===== config.mk =====
export PLATFORM = sky130hd
export DESIGN_NAME = neuron_sequencer
export DESIGN_NICKNAME = d
export VERILOG_FILES = /design/src/rtl/nn_pkg.sv /design/src/rtl/neuron_sequencer.sv
export SDC_FILE = /design/constraint.sdc
export NUM_CORES = 1
export LEC_CHECK = 0
export BUFFER_PORTS_ARGS = -buffer_cell sky130_fd_sc_hd__buf_2
export CAP_MARGIN = 20
export CORE_AREA = 2 2 294 296
export DETAILED_ROUTE_END_ITERATION = 6
export DIE_AREA = 0 0 296 298
export PLACE_DENSITY = 0.46
export SLEW_MARGIN = 40
export SYNTH_ARGS = -nofsm -noshare
export SYNTH_HDL_FRONTEND = slang
export SYNTH_SLANG_ARGS = --single-unit

===== constraint.sdc =====
create_clock -name clk_i -period 3.95 [get_ports clk_i]
set_input_delay 0.1975 -clock clk_i [delete_from_list [all_inputs] [get_ports clk_i]]
set_output_delay 0.1975 -clock clk_i [all_outputs]
set_load 0.02 [all_outputs]

===== src/rtl/nn_pkg.sv =====
// rtl/nn_pkg.sv - shared data width and sequencer state encoding
package nn_pkg;

    localparam int DATA_W = 32;

    typedef enum logic [2:0] {
        IDLE,
        FETCH,
        WAIT_RD,
        START,
        WAIT_DONE,
        NEXT,
        DONE
    } st_seq_e;

endpackage


===== src/rtl/neuron_sequencer.sv =====
// rtl/neuron_sequencer.sv - layer controller feeding one shared multiplier, neuron by neuron
//
// Captures a layer's input activations, then for each neuron 0..NUM_NEURONS-1:
// fetches weights/bias from a 1-cycle-latency memory, runs the multiplier
// start/ack/done/ack handshake and stores the result verbatim in layer_actv_o.
//
// Ports:
//   clk_i, reset_i                  clock, synchronous active-high reset
//   layer_start_i / layer_actv_i    start request and activations (IDLE only)
//   layer_busy_o / layer_done_o     status; done held until layer_ack_i
//   layer_actv_o                    results, neuron n at [32n+:32]
//   wt_rd_en_o / wt_rd_addr_o       weight memory read strobe and neuron index
//   wt_rd_data_i / bias_rd_data_i   weights and bias, valid the cycle after the strobe
//   mult_start_o / mult_ack_i       multiplier start and its acceptance pulse
//   mult_actv_o / mult_weights_o / mult_bias_o   operands, stable START..WAIT_DONE
//   mult_done_i / mult_result_i     multiplier completion level and result
//   mult_ack_o                      one-cycle acknowledge of mult_done_i
module neuron_sequencer
    import nn_pkg::*;
#(
    parameter  int NUM_INPUTS  = 4,
    parameter  int NUM_NEURONS = 4,
    localparam int ADDR_W      = (NUM_NEURONS > 1) ? $clog2(NUM_NEURONS) : 1
) (
    input  logic                            clk_i,
    input  logic                            reset_i,
    input  logic                            layer_start_i,
    input  logic [DATA_W*NUM_INPUTS-1:0]    layer_actv_i,
    output logic                            layer_busy_o,
    output logic                            layer_done_o,
    input  logic                            layer_ack_i,
    output logic [DATA_W*NUM_NEURONS-1:0]   layer_actv_o,
    output logic                            wt_rd_en_o,
    output logic [ADDR_W-1:0]               wt_rd_addr_o,
    input  logic [DATA_W*NUM_INPUTS-1:0]    wt_rd_data_i,
    input  logic [DATA_W-1:0]               bias_rd_data_i,
    output logic                            mult_start_o,
    input  logic                            mult_ack_i,
    output logic [DATA_W*NUM_INPUTS-1:0]    mult_actv_o,
    output logic [DATA_W*NUM_INPUTS-1:0]    mult_weights_o,
    output logic [DATA_W-1:0]               mult_bias_o,
    input  logic                            mult_done_i,
    input  logic [DATA_W-1:0]               mult_result_i,
    output logic                            mult_ack_o
);

    st_seq_e                        state;
    st_seq_e                        state_nxt;
    logic [ADDR_W-1:0]              idx;
    logic [DATA_W*NUM_INPUTS-1:0]   actv_q;
    logic [DATA_W*NUM_INPUTS-1:0]   wt_q;
    logic [DATA_W-1:0]              bias_q;
    logic [DATA_W*NUM_NEURONS-1:0]  out_q;
    logic                           last;

    assign last = (idx == ADDR_W'(NUM_NEURONS - 1));

    always_ff @(posedge clk_i) begin
        if (reset_i) begin
            state  <= IDLE;
            idx    <= '0;
            actv_q <= '0;
            wt_q   <= '0;
            bias_q <= '0;
            out_q  <= '0;
        end else begin
            state <= state_nxt;
            case (state)
                IDLE: begin
                    if (layer_start_i) begin
                        actv_q <= layer_actv_i;
                        out_q  <= '0;
                        idx    <= '0;
                    end
                end
                WAIT_RD: begin
                    wt_q   <= wt_rd_data_i;
                    bias_q <= bias_rd_data_i;
                end
                WAIT_DONE: begin
                    if (mult_done_i) begin
                        for (int n = 0; n < NUM_NEURONS; n++) begin
                            if (idx == ADDR_W'(n)) begin
                                out_q[DATA_W*n +: DATA_W] <= mult_result_i;
                            end
                        end
                    end
                end
                NEXT: begin
                    if (!last) begin
                        idx <= idx + ADDR_W'(1);
                    end
                end
                default: ;
            endcase
        end
    end

    // Outputs are decoded from the registered state, so mult_start_o drops the
    // cycle after mult_ack_i is sampled and mult_ack_o is a single NEXT-cycle pulse.
    always_comb begin
        state_nxt    = state;
        layer_busy_o = (state != IDLE);
        layer_done_o = 1'b0;
        wt_rd_en_o   = 1'b0;
        wt_rd_addr_o = '0;
        mult_start_o = 1'b0;
        mult_ack_o   = 1'b0;
        case (state)
            IDLE: begin
                if (layer_start_i) state_nxt = FETCH;
            end
            FETCH: begin
                wt_rd_en_o   = 1'b1;
                wt_rd_addr_o = idx;
                state_nxt    = WAIT_RD;
            end
            WAIT_RD: begin
                state_nxt = START;
            end
            START: begin
                mult_start_o = 1'b1;
                if (mult_ack_i) state_nxt = WAIT_DONE;
            end
            WAIT_DONE: begin
                if (mult_done_i) state_nxt = NEXT;
            end
            NEXT: begin
                // Spending a cycle here lets the multiplier drop done before the next START.
                mult_ack_o = 1'b1;
                state_nxt  = last ? DONE : FETCH;
            end
            DONE: begin
                layer_done_o = 1'b1;
                if (layer_ack_i) state_nxt = IDLE;
            end
            default: begin
                state_nxt = IDLE;
            end
        endcase
    end

    assign layer_actv_o   = out_q;
    assign mult_actv_o    = actv_q;
    assign mult_weights_o = wt_q;
    assign mult_bias_o    = bias_q;

endmodule

== Word-level counts from Yosys, hierarchy flattened ==
Index checks and enable logic that the tools add are counted.

* Mux-type cells: 21
* Eq/ne operators: 18
* Div/mod/pow operators: 0
* Add/subtract/negate cells: 1
* Order comparisons: 0
* $mul: 0
* Shifts and indexed selects: 0
* Reductions and logical operators: 12
* Bitwise logic cells: 0

{| class="wikitable"
|+ Operators with widths
! cell !! count
|-
| $mux W128 || 2
|-
| $pmux W128 S2 || 1
|-
| $mux W32 || 4
|-
| $pmux W3 S7 || 1
|-
| $reduce_and A4 Y1 || 5
|-
| $ne A2 B2 Y1 const B || 9
|-
| $mux W3 || 5
|-
| $eq A3 B3 Y1 const B || 3
|-
| $eq A3 B2 Y1 const B || 2
|-
| $mux W2 || 3
|-
| $eq A2 B2 Y1 const B || 2
|-
| $mux W1 || 4
|-
| $pmux W2 S2 || 1
|-
| $reduce_bool A2 Y1 || 2
|-
| $eq A3 B1 Y1 const B || 1
|-
| $logic_not A3 Y1 || 1
|-
| $reduce_and A3 Y1 || 1
|-
| $reduce_bool A3 Y1 || 1
|-
| $add A2 B1 Y2 const B || 1
|-
| $eq A2 B1 Y1 const B || 1
|-
| $logic_not A2 Y1 || 1
|-
| $reduce_and A2 Y1 || 1
|}

* Bits in read-only memories: 0
* Input port bits: 326
* Memories kept: 0
* RAM bits: 0
* Output and inout bits: 423
* Latch bits: 0
* Register bits after elaboration: 421
* Logic and storage cells: 61

== Depth between registers and ports, before layout ==
Gate-level depths: netlist of run 1.

* Depth after elaboration: 4
* Mapped depth: 7
* Gate-level depth less buffers: 6

== Worst setup path before layout of run 1 ==
No wires, ideal clock.

* Kind: register to register
* From: register idx[0]
* To: register out_q[85] (netlist: layer_actv_o[85])
* Arrival: 1493 ps
* Slack: 2383 ps
* Library setup time: 74 ps
* Stages on the path, launching flop included: 8
* Data required time: 3876 ps
* Buffers on the path: 1
* Period minus slack after synthesis: 1567 ps
* Cell sequence: dfxtp_1 -> inv_1 -> ha_1 -> and3_1 -> o21ai_2 -> clkbuf_1 -> nand3b_1 -> o21ai_0

* Longest elaborated chain between the ends: 3

{| class="wikitable"
|+ Ends and longest elaborated chain
! what !! line !! text
|-
| start: declaration || neuron_sequencer.sv:49 || <nowiki>logic [ADDR_W-1:0] idx;</nowiki>
|-
| start signal: assignment || neuron_sequencer.sv:91 || <nowiki>idx <= idx + ADDR_W'(1);</nowiki>
|-
| $eq A2 B2 Y1 || neuron_sequencer.sv:83 || <nowiki>if (idx == ADDR_W'(n)) begin</nowiki>
|-
| $ne A2 B2 Y1 (no source line) || -- ||
|-
| $reduce_and A4 Y1 (no source line) || -- ||
|-
| end signal: indexed assignment || neuron_sequencer.sv:84 || <nowiki>out_q[DATA_W*n +: DATA_W] <= mult_result_i;</nowiki>
|-
| end: declaration || neuron_sequencer.sv:53 || <nowiki>logic [DATA_W*NUM_NEURONS-1:0] out_q;</nowiki>
|}

Every way passes these cells.
A chain may end at the register's enable or synchronous reset.

== Final worst setup path of run 1 ==
* From: register state[2]
* To: register bias_q[8] (netlist: mult_bias_o[8])

* Longest elaborated chain between the ends: 1

{| class="wikitable"
|+ Ends and longest elaborated chain
! what !! line !! text
|-
| start: declaration || neuron_sequencer.sv:47 || <nowiki>st_seq_e state;</nowiki>
|-
| start signal: assignment || neuron_sequencer.sv:67 || <nowiki>state <= state_nxt;</nowiki>
|-
| $eq A3 B2 Y1 || neuron_sequencer.sv:68 || <nowiki>case (state)</nowiki>
|-
| end signal: assignment || neuron_sequencer.sv:78 || <nowiki>bias_q <= bias_rd_data_i;</nowiki>
|-
| end: declaration || neuron_sequencer.sv:52 || <nowiki>logic [DATA_W-1:0] bias_q;</nowiki>
|}

Every way passes these cells.

==> out/results.md, run 1 <==
Run status
* outcome: completed

STA
* time the final worst path needs with I/O delays and setup: 2760 ps
* Setup TNS Final: 0 ps
* clock skew: 30.5 ps
* Setup-failing EPs final: 0
* unrepaired setup endpoints after global routing: false
* Hold Worst Slack: 86.0 ps
* maximum clock frequency: 362 MHz
* final period utilization: 0.700
* Final WS setup: 1190 ps
* Slew Limit Headroom: 0.455
* worst-margin pin slew: 816 ps
* Fin. Hold Viols: 0
* Final Max Tran Viols: 0

Global routing
* largest net degree at the start of global routing: 203
* global routing usage summed across all routing layers: 0.135
* number of antenna violations at the first check in global routing: 3
* global-route wire length before repair: 93,200 um
* total gr overflow: 0
* number of global-route vias before repair: 15,900

Worst setup path
* buffering stage count on the worst path with inverters included: 2
* biggest cell delay along the critical path: 560 ps
* maximum fanout along the worst path: 35
* capturing element type of the critical path: flip-flop
* Worst EP required: 4480 ps
* nature of the critical path startpoint: flip-flop
* top cell family by delay on the critical path: simple AND/OR/NAND/NOR gates
* cell with the largest stage delay on the worst path: dlygate4sd3_1
* type of the worst setup path: flip-flop to flip-flop
* series of cell instances along the critical path: nor2_1 > and2_4 > buf_4 > nand2_1 > a21oi_1 > dlygate4sd3_1
* arrival time of the worst setup path: 3290 ps

Die
* die outline width: 296 um
* Vert. Die Dim: 298 um
* # rows: 107
* Die Outline Area: 88,200 um2
* effective utilization at floorplan: 0.175
* area of the core: 84,900 um2
* number of primary I/O pins: 749

Routing
* remaining antenna violation count after routing: 0
* average routed wire per standard cell: 15.9 um
* total vias in the final route: 15,900
* TritonRoute pass-1 iters: 4
* average via count per standard cell: 3.98
* final WL: 63,300 um
* violation count after the first detailed-routing iteration: 796
* Residual DRC: 0

Clock network
* Clock Tree Root: clkbuf_16
* # clock sinks: 421
* Clock Path Buffers: 3
* number of clock buffers inserted by TritonCTS: 52
* H-Tree Depth: 2
* post-CTS setup repair buffer count: 0
* TritonCTS clock tree: yes
* clock transition time at the flip-flop clock pins of the worst setup and hold paths: 60 ps
* clock latency reported for the late side of the worst-skew pair: 600 ps

Power
* Design Power: 12.3 mW
* Worst IR Drop VDD: 0.000295 V
* power density normalized to cell area: 494 nW/um2
* P_leak: 11.0 nW

Job
* max_cap viols: 0

Logic synthesis
* post-synthesis instance area: 14,900 um2
* synthesized area per cell: 8.37 um2
* register area share after synthesis: 0.567
* number of warning messages in the yosys log: 0
* number of distinct library cell variants in the gate-level netlist after synthesis: 28
* Yosys reg bits: 421
* net count after synthesis: 2,105
* instance count of the mapped netlist: 1,775

Placement
* DPL Wire Length: 43,700 um
* Setup Slack @ Placement: 1380 ps
* Port Buffer Count: 748
* gp weighted congestion: 0.824
* Post-DP Area: 19,700 um2

Layout
* fillcell total: 9,164
* area of combinational cells with multiple inputs: 5770 um2
* # nets final: 3,143
* Area Overhead vs Synth: 67.9%
* layout cell share with drive strength beyond 1: 0.304
* sequential cell area in the final layout: 8430 um2
* Design Area, Final: 24,900 um2

Hold path
* Hold Crit Class: primary input to flip-flop

[timing repair]
item / in CTS / in global routing
endpoints found under the hold margin: 414 / 0
hold buffers: 353 / 0
resized for setup: 0 / 0
[path summary, 6_finish.rpt]
| check | start | end | slack [ps] | cells after the start |
|---|---|---|---|---|
| setup / recovery | state[2]$_SDFFE_PP0P_ | mult_bias_o[8]$_SDFFE_PP0P_ | 1190 | 6 |
| hold / removal | layer_ack_i | state[1]$_SDFFE_PP0P_ | 90 | 4 |
| setup reg to reg | state[2]$_SDFFE_PP0P_ | mult_bias_o[8]$_SDFFE_PP0P_ | 1190 | 6 |
| hold reg to reg | mult_actv_o[45]$_SDFFE_PP0P_ | mult_actv_o[45]$_SDFFE_PP0P_ | 450 | 2 |
[final cells by class]
| type | count | area share |
|---|---|---|
| Tap cell | 1144 | 0.0574 |
| Timing Repair Buffer | 1126 | 0.306 |
| Clock inverter | 16 | 0.00808 |
| Multi-Input combinational cell | 1208 | 0.231 |
| Sequential cell | 421 | 0.338 |
| Clock buffer | 68 | 0.0590 |
| Antenna cell | 2 | 0.000201 |
| Inverter | 4 | 0.000602 |
[placed cells by master (no fill, tap or decap), types with 3 or more instances in the layout]
cell type,count
nor2_1,4
and3_1,4
bufinv_16,3
dlygate4sd3_1,353
buf_12,7
inv_1,4
o21ai_0,129
o21ai_4,4
clkbuf_16,53
nand2_1,613
clkinv_2,6
clkbuf_8,9
buf_8,3
ha_1,4
nor2b_1,3
buf_2,747
a21oi_1,294
buf_4,12
clkbuf_1,6
nand3b_1,129
dfxtp_1,421
nand2b_1,4
[per-layer routing]
layer,global-route usage,vias to the layer above,share of wire
met3,0.0383,107,0.075
met1,0.156,7315,0.41
met5,0,-,0
met2,0.234,528,0.48
met4,0.0486,0,0.031
li1,-,7921,-
[flip-flops by register name, summed over array words and instances (netlist names)]
| signal | count |
|---|---|
| mult_actv_o | 128 |
| idx | 2 |
| state | 3 |
| mult_weights_o | 128 |
| mult_bias_o | 32 |
| layer_actv_o | 128 |
[worst register-to-register path: cells and delay by family (launching register included)]
family                 cells  cell delay, ps
DFF                        1             510
buffers and inverters      2             930
AOI/OAI and AO/OA          1             140
and+or+nand+nor            3            1120
[metrics by stage]
stage	instances	util
after CTS	3985	0.293
after floorplan	1775	-
after global placement	3544	0.231
after detailed placement	3548	0.232
final	3989	0.294
after global routing	3988	0.294
[synthesized netlist by cell type]
master	instances	area share
a21oi_1	294	0.099
a221o_1	1	0.00067
and2_1	3	0.0013
and3_1	4	0.0017
and3b_1	1	0.00059
buf_1	6	0.0015
buf_2	35	0.012
buf_4	9	0.0045
buf_6	13	0.0099
clkbuf_1	79	0.020
dfxtp_1	421	0.57
ha_1	4	0.0034
inv_1	4	0.0010
mux2_2	1	0.00076
nand2_1	615	0.16
nand2b_1	4	0.0017
nand3_1	2	0.00067
nand3b_1	129	0.065
nor2_1	4	0.0010
nor2b_1	3	0.0013
nor3_1	3	0.0010
nor3b_1	2	0.0010
nor4b_4	1	0.0016
o21ai_0	129	0.043
o21ai_1	1	0.00034
o21ai_2	4	0.0024
o32ai_1	1	0.00059
or2_2	2	0.00084
[cell families (layout without fill, tap and decap cells)]
family | Yosys count | count (layout) | share of synthesized area
AO/OA/AOI/OAI | 430 | 430 | 0.146
adder cells (fa/ha/maj) | 4 | 4 | 0.00337
buffers and inverters | 146 | 1214 | 0.0487
flip-flops | 421 | 421 | 0.567
multiplexers | 1 | 1 | 0.000758
other | 0 | 2 | 0
AND/OR/NAND/NOR | 773 | 773 | 0.233
[report_power, final]
| part | switching, mW | internal [mW] |
|---|---|---|
| registers | 0.190 | 4.61 |
| logic | 1.80 | 1.01 |
| clock network | 1.92 | 2.80 |
| total | 3.91 | 8.42 |
No activity file was read; power rests on OpenSTA's default activity.
==> run 2: changes to the inputs <==
- ABC_AREA: default -> 1
- CORE_AREA: 2 2 294 296 -> 2 2 290 292
- DIE_AREA: 0 0 296 298 -> 0 0 292 294
- PLACE_DENSITY: 0.46 -> 0.47
- clock period: 3.95 -> 2.7 ns (I/O delays scaled with it)
==> run 2 against run 1 <==
Net effect: sequential power up 60%; sequential share of layout area down 1.1 points; via count up 10%; global-route usage up 1.9 points; utilization up 1.7 points; synthesized area up 3.6%; synthesized cell count up 11%; clock power up 45%; die area down 2.7%; critical path type unchanged.
==> out/results.md, run 2 <==
Run status
* outcome: completed

Worst setup path
* arrival time of the worst setup path: 3000 ps
* capturing element type of the critical path: flip-flop
* buffering stage count on the worst path with inverters included: 3
* type of the worst setup path: flip-flop to flip-flop
* nature of the critical path startpoint: flip-flop
* top cell family by delay on the critical path: buffers and inverters
* CP Depth: 7
* cell with the largest stage delay on the worst path: dlygate4sd3_1
* biggest cell delay along the critical path: 590 ps
* maximum fanout along the worst path: 85
* series of cell instances along the critical path: inv_2 > nor2_4 > nand2_8 > buf_12 > nand2_1 > a21oi_1 > dlygate4sd3_1
* Worst EP required: 3160 ps
* worst reg-to-reg path cell count: 7

Power
* Design Power: 23.1 mW
* power density normalized to cell area: 897 nW/um2
* P_leak: 11.4 nW
* Worst IR Drop VDD: 0.000580 V

Logic synthesis
* synthesized area per cell: 7.80 um2
* number of warning messages in the yosys log: 0
* count of flip-flops with a built-in enable after synthesis: 0
* number of distinct library cell variants in the gate-level netlist after synthesis: 20
* net count after synthesis: 2,303
* top cell type by total area after synthesis: dfxtp_1
* top cell types by occurrence after synthesis: nand2_1 (568), dfxtp_1 (421), a21oi_1 (420), nand3_1 (294), buf_2 (73)
* Yosys top cell area share: 0.548
* Yosys reg bits: 421
* instance count of the mapped netlist: 1,973
* cell with the most instances after synthesis: nand2_1
* register area share after synthesis: 0.548
* leading post-synthesis cells by cell area: dfxtp_1 (55%), nand2_1 (14%), a21oi_1 (14%)
* post-synthesis instance area: 15,400 um2
* ys async rst share: 0
* top_reg_cell synth: dfxtp_1

Routing
* average via count per standard cell: 4.21
* average routed wire per standard cell: 17.1 um
* Residual DRC: 0
* total vias in the final route: 17,500
* violation count after the first detailed-routing iteration: 854
* Met1 Routed Length: 30,500 um
* length of routed met3 wiring: 4710 um
* remaining antenna violation count after routing: 0
* TritonRoute pass-1 iters: 5
* highest layer used for signal routing: met5
* wire length on met2: 33,600 um
* final WL: 70,900 um

STA
* final period utilization: 0.944
* Slew Limit Headroom: 0.455
* Final Max Tran Viols: 0
* Fin. Hold Viols: 0
* clock skew: 19.0 ps
* Setup TNS Final: 0 ps
* Setup-failing EPs final: 0
* unrepaired setup endpoints after global routing: false
* maximum clock frequency: 392 MHz
* Hold Worst Slack: 57.2 ps
* time the final worst path needs with I/O delays and setup: 2550 ps
* worst-margin pin slew: 818 ps

Layout
* core utilization of the finished layout: 0.311
* fillcell total: 8,808
* count of non-filler cells in the finished layout: 4,154
* # nets final: 3,363
* area of combinational cells with multiple inputs: 6020 um2
* commonest non-fill, non-tap cells in the layout: buf_2 (747), nand2_1 (568), dfxtp_1 (421)
* Area Overhead vs Synth: 67.4%
* sequential cell area in the final layout: 8430 um2
* most frequent standard cell in the layout excluding fill and tap cells: buf_2
* layout cell share with drive strength beyond 1: 0.291

Hold path
* Hold Crit Class: primary input to flip-flop
* hold path depth: 5

Clock network
* TritonCTS clock tree: yes
* post-CTS setup repair buffer count: 0
* clock latency reported for the late side of the worst-skew pair: 580 ps
* Clock Tree Root: clkbuf_16
* clock transition time at the flip-flop clock pins of the worst setup and hold paths: 60 ps
* # clock sinks: 421
* number of clock buffers inserted by TritonCTS: 50
* Clock Path Buffers: 3
* H-Tree Depth: 2

Die
* number of primary I/O pins: 749
* Vert. Die Dim: 294 um
* area of the core: 82,900 um2
* effective utilization at floorplan: 0.186
* die outline width: 292 um
* Die Outline Area: 85,800 um2
* # rows: 106

Placement
* DPL Wire Length: 47,900 um
* Port Buffer Count: 748
* gp weighted congestion: 0.836
* dpl cells: 3,687

Job
* max_cap viols: 0

Global routing
* largest net degree at the start of global routing: 161
* global routing usage summed across all routing layers: 0.154
* total gr overflow: 0
* number of global-route vias before repair: 17,200
* global-route wire length before repair: 105,000 um
* number of antenna violations at the first check in global routing: 4

## run 2: kinds of logic after synthesis
family / count (synthesis) / synth area share
buffers and inverters: 216 / 0.0632
AND/OR/NAND/NOR: 908 / 0.248
adder cells (fa/ha/maj): 4 / 0.00325
AO/OA/AOI/OAI: 424 / 0.138
flip-flops: 421 / 0.548
## run 2: layout make-up
class,count,share of cell area
antenna,2,0.000194
clock buffer,76,0.0574
clock inverter,15,0.00685
inverter,46,0.00719
multi-input combinational,1336,0.234
sequential,421,0.327
tap,1080,0.0524
timing repair buffer,1178,0.315
## run 2: final timing paths
path,start,endpoint,slack [ps]
setup / recovery,state[1]$_SDFFE_PP0P_,mult_weights_o[37]$_SDFFE_PP0P_,150
hold / removal,mult_result_i[27],layer_actv_o[91]$_SDFFE_PP0P_,60
setup reg to reg,state[1]$_SDFFE_PP0P_,mult_weights_o[37]$_SDFFE_PP0P_,150
hold reg to reg,layer_actv_o[111]$_SDFFE_PP0P_,layer_actv_o[111]$_SDFFE_PP0P_,460
## run 2: repair_timing
| action | CTS | global route |
|---|---|---|
| gates resized for setup | 0 | 1 |
| hold buffers | 372 | 0 |
| setup endpoints to repair | 0 | 23 |
| endpoints found under the hold margin | 413 | 0 |
## run 2: layer usage
| metal | vias up | global-route usage |
|---|---|---|
| li1 | 8640 | - |
| met1 | 8165 | 0.195 |
| met2 | 584 | 0.256 |
| met3 | 111 | 0.0390 |
| met4 | 4 | 0.0485 |
| met5 | - | 0 |
## run 2: worst min-delay path: stages
cell and delay, ps:
buf_2 110, inv_1 60, nor2_1 120, nand3_1 120, a21oi_1 60
## run 2: per-stage QoR
step / setup WS, ps / area, um2
floorplan: 1260 / 15400
global placement: 726 / 20300
detailed placement: 706 / 20300
CTS: 172 / 25700
global route: 20.4 / 25800
finish: 151 / 25800
## run 2: power by group
| part | switching (mW) | internal (mW) | leakage, nW |
|---|---|---|---|
| Clock | 2.81 | 4.06 | 0.807 |
| Sequential | 0.527 | 7.18 | 3.42 |
| Combinational | 5.84 | 2.70 | 7.20 |
| Total | 9.17 | 13.9 | 11.4 |
